**config.mk**
```make
export PLATFORM = sky130hd
export DESIGN_NAME = alu_issue_stage
export DESIGN_NICKNAME = d
export VERILOG_FILES = /design/src/rtl/alu_pkg.sv /design/src/rtl/alu_op_decode.sv /design/src/rtl/alu_issue_stage.sv
export SDC_FILE = /design/constraint.sdc
export NUM_CORES = 1
export LEC_CHECK = 0
export ABC_AREA = 0
export CORE_AREA = 4 4 179 181
export DETAILED_ROUTE_END_ITERATION = 12
export DIE_AREA = 0 0 183 185
export PLACE_DENSITY = 0.78
export SLEW_MARGIN = 25
export SYNTH_ARGS = -nofsm -noshare
export SYNTH_HDL_FRONTEND = slang
export SYNTH_HIERARCHICAL = 1
export SYNTH_SLANG_ARGS = --single-unit
```
**constraint.sdc**
```tcl
create_clock -name clk -period 16.5 [get_ports clk]
set_input_delay 3.3 -clock clk [delete_from_list [all_inputs] [get_ports clk]]
set_output_delay 3.3 -clock clk [all_outputs]
set_load 0.02 [all_outputs]
```
**src/rtl/alu_pkg.sv**
```systemverilog
// alu_pkg: ALU operation encodings, RV opcode constants and set_less codes shared by the issue stage and decoder.
package alu_pkg;
    localparam logic [6:0] OPC_OP     = 7'b0110011;
    localparam logic [6:0] OPC_OP_IMM = 7'b0010011;
    localparam logic [5:0] ALU_ADD = 6'b00_0000;
    localparam logic [5:0] ALU_SUB = 6'b00_0001;
    localparam logic [5:0] ALU_AND = 6'b10_0000;
    localparam logic [5:0] ALU_OR  = 6'b10_0001;
    localparam logic [5:0] ALU_XOR = 6'b10_0011;
    localparam logic [5:0] ALU_SRA = 6'b11_0000;
    localparam logic [5:0] ALU_SRL = 6'b11_0010;
    localparam logic [5:0] ALU_SLL = 6'b11_0011;
    localparam logic [1:0] SL_NONE     = 2'b00;
    localparam logic [1:0] SL_SIGNED   = 2'b01;
    localparam logic [1:0] SL_UNSIGNED = 2'b10;
    typedef enum logic [1:0] {B_RS2, B_IMM, B_SHAMT} bsel_e;
endpackage

```
**src/rtl/alu_op_decode.sv**
```systemverilog
// alu_op_decode: opcode/funct3/funct7 to ALU operation, operand-B select, set_less and illegal flag.
module alu_op_decode
    import alu_pkg::*;
(
    input  logic [6:0] opcode,
    input  logic [2:0] funct3,
    input  logic [6:0] funct7,
    output logic [5:0] operation,
    output bsel_e      b_sel,
    output logic [1:0] set_less,
    output logic       illegal
);
    logic is_op;
    logic alt;
    always_comb begin
        is_op = opcode == OPC_OP;
        // immediate shifts keep shamt[5] in funct7[0], so only [6:1] carries the arithmetic bit
        alt = is_op ? funct7[5] : (funct7[6:1] == 6'b010000);
        illegal = !(opcode == OPC_OP_IMM || (is_op && (funct7 == 7'b000_0000 || funct7 == 7'b010_0000)));
        operation = ALU_ADD;
        set_less = SL_NONE;
        b_sel = is_op ? B_RS2 : B_IMM;
        case (funct3)
            3'b000: operation = (is_op && alt) ? ALU_SUB : ALU_ADD;
            3'b001: operation = ALU_SLL;
            3'b010: begin
                operation = ALU_SUB;
                set_less = SL_SIGNED;
            end
            3'b011: begin
                operation = ALU_SUB;
                set_less = SL_UNSIGNED;
            end
            3'b100: operation = ALU_XOR;
            3'b101: operation = alt ? ALU_SRA : ALU_SRL;
            3'b110: operation = ALU_OR;
            3'b111: operation = ALU_AND;
        endcase
        if (!is_op && (funct3 == 3'b001 || funct3 == 3'b101))
            b_sel = B_SHAMT;
        if (illegal) begin
            operation = ALU_ADD;
            set_less = SL_NONE;
        end
    end
endmodule

```
**src/rtl/alu_issue_stage.sv**
```systemverilog
// alu_issue_stage: decodes OP/OP-IMM packets into ALU operations behind a 2-entry skid buffer.
// Define ALU_ISSUE_ILLEGAL_EN to expose out_illegal; otherwise illegal packets issue as a zero-operand add.
module alu_issue_stage
    import alu_pkg::*;
#(
    parameter int WORDSIZE = 64,
    parameter int REGADDR  = 5
) (
    input  logic                clk,
    input  logic                rst,
    input  logic                flush,
    input  logic                in_valid,
    output logic                in_ready,
    input  logic [6:0]          in_opcode,
    input  logic [2:0]          in_funct3,
    input  logic [6:0]          in_funct7,
    input  logic [WORDSIZE-1:0] in_rs1_val,
    input  logic [WORDSIZE-1:0] in_rs2_val,
    input  logic [WORDSIZE-1:0] in_imm,
    input  logic [REGADDR-1:0]  in_rd,
    output logic                out_valid,
    input  logic                out_ready,
    output logic [5:0]          out_operation,
    output logic [WORDSIZE-1:0] out_input_a,
    output logic [WORDSIZE-1:0] out_input_b,
    output logic [1:0]          out_set_less,
`ifdef ALU_ISSUE_ILLEGAL_EN
    output logic                out_illegal,
`endif
    output logic [REGADDR-1:0]  out_rd
);
    localparam int PW = 6 + 2 * WORDSIZE + 2 + REGADDR;
    logic [5:0]          dec_op;
    bsel_e               dec_bsel;
    logic [1:0]          dec_sl;
    logic                dec_ill;
    logic [WORDSIZE-1:0] a_val;
    logic [WORDSIZE-1:0] b_val;
    logic [PW-1:0]       in_pkt;
    logic [PW-1:0]       main_pkt;
    logic [PW-1:0]       skid_pkt;
    logic                main_v;
    logic                skid_v;
    logic                rdy;
    logic                accept;
    logic                pop;

    alu_op_decode u_decode (
        .opcode   (in_opcode),
        .funct3   (in_funct3),
        .funct7   (in_funct7),
        .operation(dec_op),
        .b_sel    (dec_bsel),
        .set_less (dec_sl),
        .illegal  (dec_ill)
    );

    always_comb begin
        a_val = dec_ill ? '0 : in_rs1_val;
        b_val = dec_ill ? '0 :
                (dec_bsel == B_RS2) ? in_rs2_val :
                (dec_bsel == B_IMM) ? in_imm : {{(WORDSIZE-6){1'b0}}, in_imm[5:0]};
        in_pkt = {dec_op, a_val, b_val, dec_sl, in_rd};
        accept = in_valid && rdy && !flush;
        pop = main_v && out_ready;
    end

    // skid_v can only be set while main is full, so refilling main always drains the skid first
    always_ff @(posedge clk or posedge rst) begin
        if (rst) begin
            main_v <= 1'b0;
            skid_v <= 1'b0;
            rdy <= 1'b0;
            main_pkt <= '0;
            skid_pkt <= '0;
        end else if (flush) begin
            main_v <= 1'b0;
            skid_v <= 1'b0;
            rdy <= 1'b1;
        end else if (!main_v || pop) begin
            main_v <= skid_v || accept;
            main_pkt <= skid_v ? skid_pkt : accept ? in_pkt : main_pkt;
            skid_v <= 1'b0;
            rdy <= 1'b1;
        end else if (accept) begin
            skid_pkt <= in_pkt;
            skid_v <= 1'b1;
            rdy <= 1'b0;
        end
    end

`ifdef ALU_ISSUE_ILLEGAL_EN
    logic main_ill;
    logic skid_ill;
    always_ff @(posedge clk or posedge rst) begin
        if (rst) begin
            main_ill <= 1'b0;
            skid_ill <= 1'b0;
        end else if (!flush && (!main_v || pop)) begin
            main_ill <= skid_v ? skid_ill : accept ? dec_ill : main_ill;
        end else if (!flush && accept) begin
            skid_ill <= dec_ill;
        end
    end
    assign out_illegal = main_ill;
`endif

    assign {out_operation, out_input_a, out_input_b, out_set_less, out_rd} = main_pkt;
    assign out_valid = main_v;
    assign in_ready = rdy;
endmodule
```
==> results by group, run 1 <==
Pwr
  – Pwr dens: 87.23 mW/mm^2
  – VDD IR max: 0.07833 mV
  – Total Power: 1609 uW
  – Lkg Pwr: 0.008157 uW

Cells and area
  – Antenna diode count: 0
  – Synth-to-layout area growth: 35.51%
  – Core Util, Final: 0.6061
  – Fillers: 2,456
  – Fin nets: 1,722
  – Post-route cell area: 0.01844 mm^2
  – Register area: 0.007136 mm^2
  – Multi-input gate area: 0.005977 mm^2
  – Layout cell share with drive strength beyond 1: 0.1889
  – Most common cell after layout, fill and taps aside: clkdlybuf4s50_1
  – Most frequent cells in the layout: clkdlybuf4s50_1, dfrtp_1, o21ai_0

STA
  – Clock skew: 0.008506 ns
  – Final Max Slew Viols: 0
  – Final Worst Setup Slack: 10.87 ns
  – Final hold vios: 0
  – Setup TNS: 0 ns
  – Final Critical Period: 5.629 ns
  – Period utilization: 0.3412
  – Max Freq: 177.6 MHz
  – Slew margin rel.: 0.3161
  – Worst-Margin Slew: 1.026 ns
  – # setup viols final: 0
  – Unrepaired setup endpoints after global routing: no

Global route
  – GRT Total Usage: 0.2231
  – Grt ovf: 0
  – First-pass GRT wire length: 61,920 um
  – Largest net degree at the start of global routing: 130
  – Vias in the first global route: 11,110
  – Initial antenna violation count: 0

Setup path
  – Reg2reg start: skid_v
  – Worst reg2reg path depth: 4
  – CP Max Fanout: 78
  – Critical Path End Type: flop
  – Crit path from: in_opcode[4]
  – Crit path DAT: 6.12 ns
  – Worst Setup Start Kind: input port
  – Critical Path RT: 16.99 ns
  – Crit Path Class: in -> reg

CTS
  – Clk_lat worst skew: 0.55 ns
  – Setup bufs post-CTS: 0
  – CTS sink cnt: 285
  – # hold bufs at CTS: 0
  – CTS-repair resized insts: 0
  – Clock Tree Root: clkbuf_16
  – Clk buf depth: 3
  – Worst-path clk slew: 0.06 ns
  – H-tree Lvls: 1
  – Num CTS Buffers: 30
  – CTS tree: built

Routing
  – Via count: 10,570
  – Residual DRC count: 0
  – Post-route ant nets: 0
  – Avg WL per Cell: 20.39 um
  – Vias per cell: 5.504
  – DRT iter0 DRCs: 717
  – Drt first pass iters: 5
  – Detailed Route WL: 39,170 um

Floorplanning
  – CORE AREA: 0.03043 mm^2
  – Die X: 183 um
  – Ports: 362
  – Starting density of the core: 0.4473
  – Die H: 185 um
  – Row Count: 64
  – Die area: 0.03386 mm^2

Hold path
  – Hold path depth: 1
  – HP Start: main_pkt[39]
  – Hold/Removal Path Class: reg -> reg

Yosys
  – Main synth FF type: dfrtp_1
  – Distinct cells, synth: 40
  – Yosys warns: 6
  – Top cells by area, synth: dfrtp_1, mux2_2, o21ai_0
  – Post-synthesis register bit count: 285
  – Ys async rst share: 1.000
  – Post-synthesis instance total: 1,203
  – Post-synth EDFFs: 0
  – Seq/Total Area, Yosys: 0.5240
  – Synth area leader: dfrtp_1
  – Post-synth top area share: 0.5240
  – Post-Syn Area: 0.01361 mm^2
  – Syn Area/Cell: 11.31 um^2

Placed design
  – Setup slack at placement: 10.33 ns
  – Routability Congestion: 0.7637
  – DP HPWL: 24,890 um
  – Cell Area, Placed: 0.01733 mm^2
  – Port-buffer cells: 361

Job
  – Max_cap viols: 0

Outcome
  – Status: finished clean
-- metrics by stage --
step	instances	hold WS, ns
6_report	1921	0.5022
5_1_grt	1921	0.5120
4_1_cts	1919	0.5077
3_5_place_dp	1865	0.4883
3_3_place_gp	1865	0.4823
2_1_floorplan	1204	0.4726
-- flip-flops by register name, indices dropped and copies added (netlist names) --
register   flops
skid_v         1
skid_pkt     141
in_ready       1
main_pkt     141
out_valid      1
-- cell families (layout without fill, tap and decap cells) --
family / Yosys count / count (layout) / synth area share
buf+inv: 110 / 431 / 0.03934
flops: 285 / 285 / 0.5240
compound gates: 340 / 340 / 0.1438
simple gates: 200 / 200 / 0.07538
other cells: 1 / 2 / 0.0002755
mux: 267 / 267 / 0.2172
-- power breakdown --
group / switching [uW] / internal, uW / total [uW]
clock: 280 / 434 / 714
combinational: 82.6 / 91.1 / 174
sequential: 8.45 / 713 / 721
total: 371 / 1240 / 1610
-- cells in the mapped netlist (2+ instances only) --
library cell  number
a2111oi_0          7
a211oi_1           2
a21oi_1            3
a2bb2oi_1          6
buf_1              4
buf_2             12
buf_4              3
buf_6             10
clkbuf_1          76
dfrtp_1          285
inv_1              3
mux2_2           203
mux2_4             6
mux2i_1           58
nand2_1           99
nand2b_1          41
nor2_1            14
nor2b_1           27
nor3_2             2
nor3b_1            6
o21a_1             7
o21ai_0          248
o31ai_1           64
-- worst max-delay path, cell delays in order --
cell and delay, ns:
clkdlybuf4s50_1 0.46, nand4b_1 0.11, nor3_2 0.43, a21bo_4 0.56
or3_1 0.46, buf_4 0.31, o21ai_0 0.27, mux2_2 0.19
-- worst paths after layout --
kind | endpoint | slack, ns
worst min register to register | main_pkt[39] | 0.50
max in group asynchronous | skid_v | 11.76
worst max-delay path | main_pkt[28] | 10.87
worst max register to register | main_pkt[43] | 13.82
worst min-delay path | main_pkt[39] | 0.50
min in group asynchronous | skid_pkt[0] | 3.33
-- routing by layer --
metal / part of all wire / track usage / up-vias / routed length [um]
met5: 0 / 0 / - / 0
met2: 0.49 / 0.3804 / 368 / 19290
met1: 0.40 / 0.2835 / 5264 / 15720
li1: - / - / 4880 / -
met4: 0.022 / 0.04946 / 0 / 878
met3: 0.084 / 0.06618 / 62 / 3273
-- area by class of cell --
| type | instances | area share |
|---|---|---|
| Clock buffer | 41 | 0.04789 |
| Sequential cell | 285 | 0.3869 |
| Multi-Input combinational cell | 809 | 0.3241 |
| Inverter | 3 | 0.001018 |
| Clock inverter | 13 | 0.009294 |
| Tap cell | 396 | 0.02686 |
| Timing Repair Buffer | 374 | 0.2040 |
Power figures use the tool's default switching activity.
==> run 2: changes to the inputs <==
--- a/config.mk
+++ b/config.mk
@@ -6,10 +6,10 @@
 export NUM_CORES = 1
 export LEC_CHECK = 0
 export ABC_AREA = 0
-export CORE_AREA = 4 4 179 181
+export CORE_AREA = 4 4 181 183
 export DETAILED_ROUTE_END_ITERATION = 12
-export DIE_AREA = 0 0 183 185
-export PLACE_DENSITY = 0.78
+export DIE_AREA = 0 0 185 187
+export PLACE_DENSITY = 0.79
 export SLEW_MARGIN = 25
 export SYNTH_ARGS = -nofsm -noshare
 export SYNTH_HDL_FRONTEND = slang
==> constraint.sdc (replaced) <==
create_clock -name clk -period 5 [get_ports clk]
set_input_delay 1 -clock clk [delete_from_list [all_inputs] [get_ports clk]]
set_output_delay 1 -clock clk [all_outputs]
set_load 0.02 [all_outputs]
==> results by group, run 2 (synthesis results as in run 1) <==
Outcome
  – Status: finished clean

Hold path
  – Hold path depth: 1 (unchanged)
  – Hold/Removal Path Class: reg -> reg
  – Endpoint, Worst Hold: main_pkt[98]
  – HP Start: main_pkt[98]

Placed design
  – DP HPWL: 26,200 um (+5.3%)
  – Cell Area, Placed: 0.01739 mm^2 (+0.36%)
  – Routability Congestion: 0.8070 (+5.7%)
  – Port-buffer cells: 361 (unchanged)

CTS
  – Setup bufs post-CTS: 0 (unchanged)
  – Clk_lat worst skew: 0.55 ns (about the same)
  – CTS sink cnt: 285 (unchanged)
  – CTS tree: built
  – H-tree Lvls: 1 (unchanged)
  – Clock Tree Root: clkbuf_16
  – # hold bufs at CTS: 0 (unchanged)
  – CTS-repair resized insts: 0 (unchanged)
  – Worst-path clk slew: 0.06 ns (about the same)
  – Clk buf depth: 3 (unchanged)
  – Num CTS Buffers: 31 (+3.3%)

Setup path
  – R2R Setup Slk: 2.02 ns (-11.80 ns)
  – Reg2reg start: skid_v
  – Crit path DAT: 3.73 ns (-2.39 ns)
  – Slowest Stage Delay on Critical Path: 0.76 ns (+0.20 ns)
  – Critical Path End Type: flop
  – Critical-path top delay cell: or2_4
  – Reg2reg end: main_pkt[37]
  – Worst Setup Start Kind: input port
  – CP Max Fanout: 70 (-10%)
  – Critical Path RT: 5.39 ns (-11.60 ns)
  – Cell Chain, Critical Path: clkdlybuf4s50_1, or3b_4, or2_4, buf_12, o31ai_1
  – Crit Path Class: in -> reg
  – Worst reg2reg path depth: 4 (unchanged)

Cells and area
  – Most common cell after layout, fill and taps aside: clkdlybuf4s50_1
  – Fin nets: 1,723 (+0.058%)
  – Layout cell share with drive strength beyond 1: 0.1819 (-0.006975)
  – Most frequent cells in the layout: clkdlybuf4s50_1, dfrtp_1, o21ai_0
  – Leading registers by flop count: main_pkt (141), skid_pkt (141)
  – Post-route cell area: 0.01834 mm^2 (-0.58%)
  – Synth-to-layout area growth: 34.73%

Pwr
  – Total Power: 5097 uW (+220%)
  – Pwr dens: 277.9 mW/mm^2 (+220%)
  – VDD IR max: 0.2591 mV (+230%)
  – Lkg Pwr: 0.008085 uW (-0.88%)

STA
  – Final Critical Period: 3.337 ns
  – Final hold vios: 0 (unchanged)
  – Slew margin rel.: 0.3873 (+0.07113)
  – Final Max Slew Viols: 0 (unchanged)
  – Unrepaired setup endpoints after global routing: no
  – Max Freq: 299.7 MHz
  – Clock skew: 0.01331 ns (+0.004801 ns)
  – Setup TNS: 0 ns (unchanged)
  – Worst-Margin Slew: 0.9191 ns (-0.1067 ns)
  – Period utilization: 0.6674
  – WHS: 0.5017 ns (-0.0004370 ns)
  – # setup viols final: 0 (unchanged)

Routing
  – DRT iter0 DRCs: 584 (-19%)
  – Via count: 10,600 (+0.23%)
  – Residual DRC count: 0 (unchanged)
  – Avg WL per Cell: 20.05 um (-1.7%)
  – Vias per cell: 5.500 (about the same)
  – Detailed Route WL: 38,640 um (-1.4%)
  – Drt first pass iters: 6 (+1)
  – Post-route ant nets: 0 (unchanged)

Global route
  – Vias in the first global route: 11,140 (+0.22%)
  – First-pass GRT wire length: 61,050 um (-1.4%)
  – Grt ovf: 0 (unchanged)
  – Largest net degree at the start of global routing: 112 (-14%)
  – Initial antenna violation count: 3 (+3)
  – GRT Total Usage: 0.2147 (-0.008418)

Floorplanning
  – CORE AREA: 0.03123 mm^2 (+2.6%)
  – Ports: 362 (unchanged)
  – Die X: 185 um (+1.1%)
  – Die area: 0.03460 mm^2 (+2.2%)
  – Starting density of the core: 0.4358 (-0.01147)
  – Row Count: 65 (+1.6%)
  – Die H: 187 um (+1.1%)

Job
  – Max_cap viols: 0 (unchanged)
==> run 2: layout make-up <==
class	instances	area [um^2]
tap	402	503.0
sequential	285	7136
inverter	3	15.01
timing repair buffer	374	3769
clock buffer	48	879.6
multi-input combinational	809	5982
fill	2541	12890
antenna	2	5.005
clock inverter	4	48.80
==> run 2: worst max-delay path, delay by kind of cell <==
family          cells  cell delay, ns
compound gates      1            0.14
buf+inv             2            1.01
simple gates        2            1.51
==> run 2: through the flow <==
step	std cells	util	worst slack [ns]
after floorplan	1204	-	0.2228
after global routing	1927	0.5872	1.497
final	1927	0.5872	1.663
after detailed placement	1873	0.5569	0.9178
after CTS	1925	0.5867	1.479
after global placement	1873	0.5569	1.093
==> run 2: how the worst max path moves through the flow <==
| stage | start | endpoint | slack, ns | cells past startpoint |
|---|---|---|---|---|
| 6_report | flush | skid_pkt[27] | 1.66 | 5 |
| 3_5_place_dp | in_opcode[6] | main_pkt[64] | 0.92 | 7 |
| 5_1_grt | flush | skid_pkt[39] | 1.50 | 5 |
| 2_1_floorplan | rst | in_ready | 0.22 | 1 |
| 4_1_cts | in_opcode[6] | main_pkt[64] | 1.48 | 7 |
| 3_3_place_gp | in_opcode[6] | main_pkt[55] | 1.09 | 7 |
==> run 2: layer usage <==
layer / track usage / wire (um)
met5: 0 / 13
met4: 0.05392 / 1014
met3: 0.06515 / 3583
met2: 0.3705 / 19150
met1: 0.2629 / 14880
==> run 2: report_power, final <==
part	internal [uW]	total (uW)	switching [uW]	leakage [uW]
clock network	1240	2140	898	0.000452
registers	2350	2380	28.9	0.00393
logic	302	573	271	0.00370
==> run 3: changes to the inputs <==
--- a/config.mk
+++ b/config.mk
@@ -6,10 +6,10 @@
 export NUM_CORES = 1
 export LEC_CHECK = 0
 export ABC_AREA = 0
-export CORE_AREA = 4 4 181 183
+export CORE_AREA = 4 4 179 181
 export DETAILED_ROUTE_END_ITERATION = 12
-export DIE_AREA = 0 0 185 187
-export PLACE_DENSITY = 0.79
+export DIE_AREA = 0 0 183 185
+export PLACE_DENSITY = 0.78
 export SLEW_MARGIN = 25
 export SYNTH_ARGS = -nofsm -noshare
 export SYNTH_HDL_FRONTEND = slang
==> constraint.sdc (replaced) <==
create_clock -name clk -period 3.17 [get_ports clk]
set_input_delay 0.634 -clock clk [delete_from_list [all_inputs] [get_ports clk]]
set_output_delay 0.634 -clock clk [all_outputs]
set_load 0.02 [all_outputs]
==> results by group, run 3 (synthesis results as in run 1) <==
CTS
  – CTS tree: built
  – Clk_lat worst skew: 0.56 ns (about the same)
  – CTS sink cnt: 285 (unchanged)
  – CTS-repair resized insts: 0 (unchanged)
  – Num CTS Buffers: 31 (unchanged)
  – Clock Tree Root: clkbuf_16
  – Setup bufs post-CTS: 0 (unchanged)
  – Worst-path clk slew: 0.06 ns (about the same)
  – # hold bufs at CTS: 0 (unchanged)
  – Clk buf depth: 3 (unchanged)
  – H-tree Lvls: 1 (unchanged)

Floorplanning
  – Die area: 0.03386 mm^2 (-2.1%)
  – Die H: 185 um (-1.1%)
  – Die X: 183 um (-1.1%)
  – CORE AREA: 0.03043 mm^2 (-2.6%)
  – Ports: 362 (unchanged)
  – Row Count: 64 (-1.5%)
  – Starting density of the core: 0.4473 (+0.01147)

Routing
  – Vias per cell: 5.519 (+0.35%)
  – Avg WL per Cell: 20.64 um (+2.9%)
  – Drt first pass iters: 5 (-1)
  – Detailed Route WL: 40,120 um (+3.8%)
  – Post-route ant nets: 0 (unchanged)
  – DRT iter0 DRCs: 843 (+44%)
  – Residual DRC count: 0 (unchanged)
  – Via count: 10,730 (+1.2%)

Job
  – Max_cap viols: 0 (unchanged)

Cells and area
  – Non-Filler Instances: 1,944 (+0.88%)
  – Multi-input gate area: 0.005974 mm^2 (-0.13%)
  – Register area: 0.007136 mm^2 (unchanged)
  – Most common cell after layout, fill and taps aside: clkdlybuf4s50_1
  – Fin nets: 1,742 (+1.1%)
  – Synth-to-layout area growth: 37.70%
  – Core Util, Final: 0.6159 (+0.02873)
  – Leading registers by flop count: main_pkt (141), skid_pkt (141)
  – Post-route cell area: 0.01874 mm^2 (+2.2%)
  – Fillers: 2,420 (-4.8%)
  – Most frequent cells in the layout: clkdlybuf4s50_1, dfrtp_1, o21ai_0
  – Layout cell share with drive strength beyond 1: 0.1991 (+0.01722)

Setup path
  – Critical Path RT: 3.60 ns (-1.79 ns)
  – Worst Setup Start Kind: input port
  – Crit Path Class: in -> reg
  – Worst reg2reg path depth: 3 (-1)
  – Slowest Stage Delay on Critical Path: 0.49 ns (-0.27 ns)
  – Critical Path End Type: flop
  – Critical-path top delay cell: clkdlybuf4s50_1
  – Cell Chain, Critical Path: clkdlybuf4s50_1, nand4b_1, nor3_2, a21bo_4, buf_4, or2_2, buf_12, o31ai_1
  – Crit path DAT: 3.05 ns (-0.68 ns)
  – CP Max Fanout: 58 (-17%)

Global route
  – First-pass GRT wire length: 63,190 um (+3.5%)
  – Vias in the first global route: 11,240 (+0.92%)
  – Largest net degree at the start of global routing: 99 (-12%)
  – GRT Total Usage: 0.2294 (+0.01468)
  – Grt ovf: 0 (unchanged)
  – Initial antenna violation count: 2 (-1)

Placed design
  – Cell Area, Placed: 0.01762 mm^2 (+1.3%)
  – Placed instance count: 1,886 (+0.69%)
  – Routability Congestion: 0.7889 (-2.2%)
  – Port-buffer cells: 361 (unchanged)
  – DP HPWL: 26,550 um (+1.3%)

STA
  – Final hold vios: 0 (unchanged)
  – Final Max Slew Viols: 0 (unchanged)
  – Setup TNS: 0 ns (unchanged)
  – Period utilization: 0.8265
  – Final Critical Period: 2.620 ns
  – Max Freq: 381.7 MHz
  – Worst-Margin Slew: 0.7323 ns (-0.1868 ns)
  – Unrepaired setup endpoints after global routing: no
  – Clock skew: 0.01669 ns (+0.003379 ns)
  – Slew margin rel.: 0.5118 (+0.1246)
  – # setup viols final: 0 (unchanged)

Outcome
  – Status: finished clean

Pwr
  – Total Power: 8587 uW (+68%)
  – Lkg Pwr: 0.008304 uW (+2.7%)
  – VDD IR max: 0.3725 mV (+44%)
  – Pwr dens: 458.2 mW/mm^2 (+65%)

Hold path
  – Hold/Removal Path Class: in -> async
run 3: changes by cell type in the layout (fill, tap and decap cells not counted), moves of 2 or more:
| cell | previous run | this run |
|---|---|---|
| buf_4 | 7 | 20 |
| bufinv_16 | 1 | 5 |
| buf_12 | 4 | 12 |
| buf_6 | 2 | 0 |
| clkinv_2 | 2 | 5 |
| clkbuf_1 | 13 | 5 |
| clkbuf_8 | 4 | 10 |
run 3: power by group:
group	total (uW)	internal [uW]	switching (uW)	leakage (uW)
Sequential	3750	3710	42.5	0.00393
Clock	3900	2420	1480	0.000550
Combinational	931	493	437	0.00382
run 3: cell type report:
cell class	instances	share of cell area
flip-flops and latches	285	0.3807
multi-input cells	809	0.3188
repair buffers	393	0.2136
clock buffers	46	0.04974
well taps	396	0.02644
clock inverters	11	0.009747
inverters	3	0.0008011
diodes	1	0.0001335
run 3: routing by layer:
layer  wire length [um]  global-route usage  up-vias
li1                   -                   -     4925
met1              15900              0.2938     5340
met2              19600              0.3874      388
met3               3540             0.06363       72
met4               1052             0.06019        4
met5                 22                   0        -
run 3: stage by stage:
| stage | setup slack, ns | hold slack (ns) |
|---|---|---|
| 3_3_place_gp | 0.1014 | 0.4810 |
| 6_report | 0.5499 | 0.4721 |
| 5_1_grt | 0.5222 | 0.4828 |
| 2_1_floorplan | -1.241 | 0.4726 |
| 4_1_cts | 0.6074 | 0.4528 |
| 3_5_place_dp | 0.03686 | 0.4921 |
run 3: final timing paths:
check | from | end | slack (ns)
max in group asynchronous | rst | main_pkt[15] | 1.86
worst max register to register | skid_v | main_pkt[111] | 0.96
min in group clk | skid_pkt[139] | skid_pkt[139] | 0.50
worst min-delay path | rst | main_pkt[74] | 0.47
worst max-delay path | in_opcode[4] | skid_pkt[61] | 0.55
worst min register to register | skid_pkt[139] | skid_pkt[139] | 0.50
run 3: worst max-delay path: cells and delay by family:
kind	cells	cell delay, ns
and+or+nand+nor	3	0.86
buffers and inverters	3	0.86
AOI/OAI and AO/OA	2	0.63
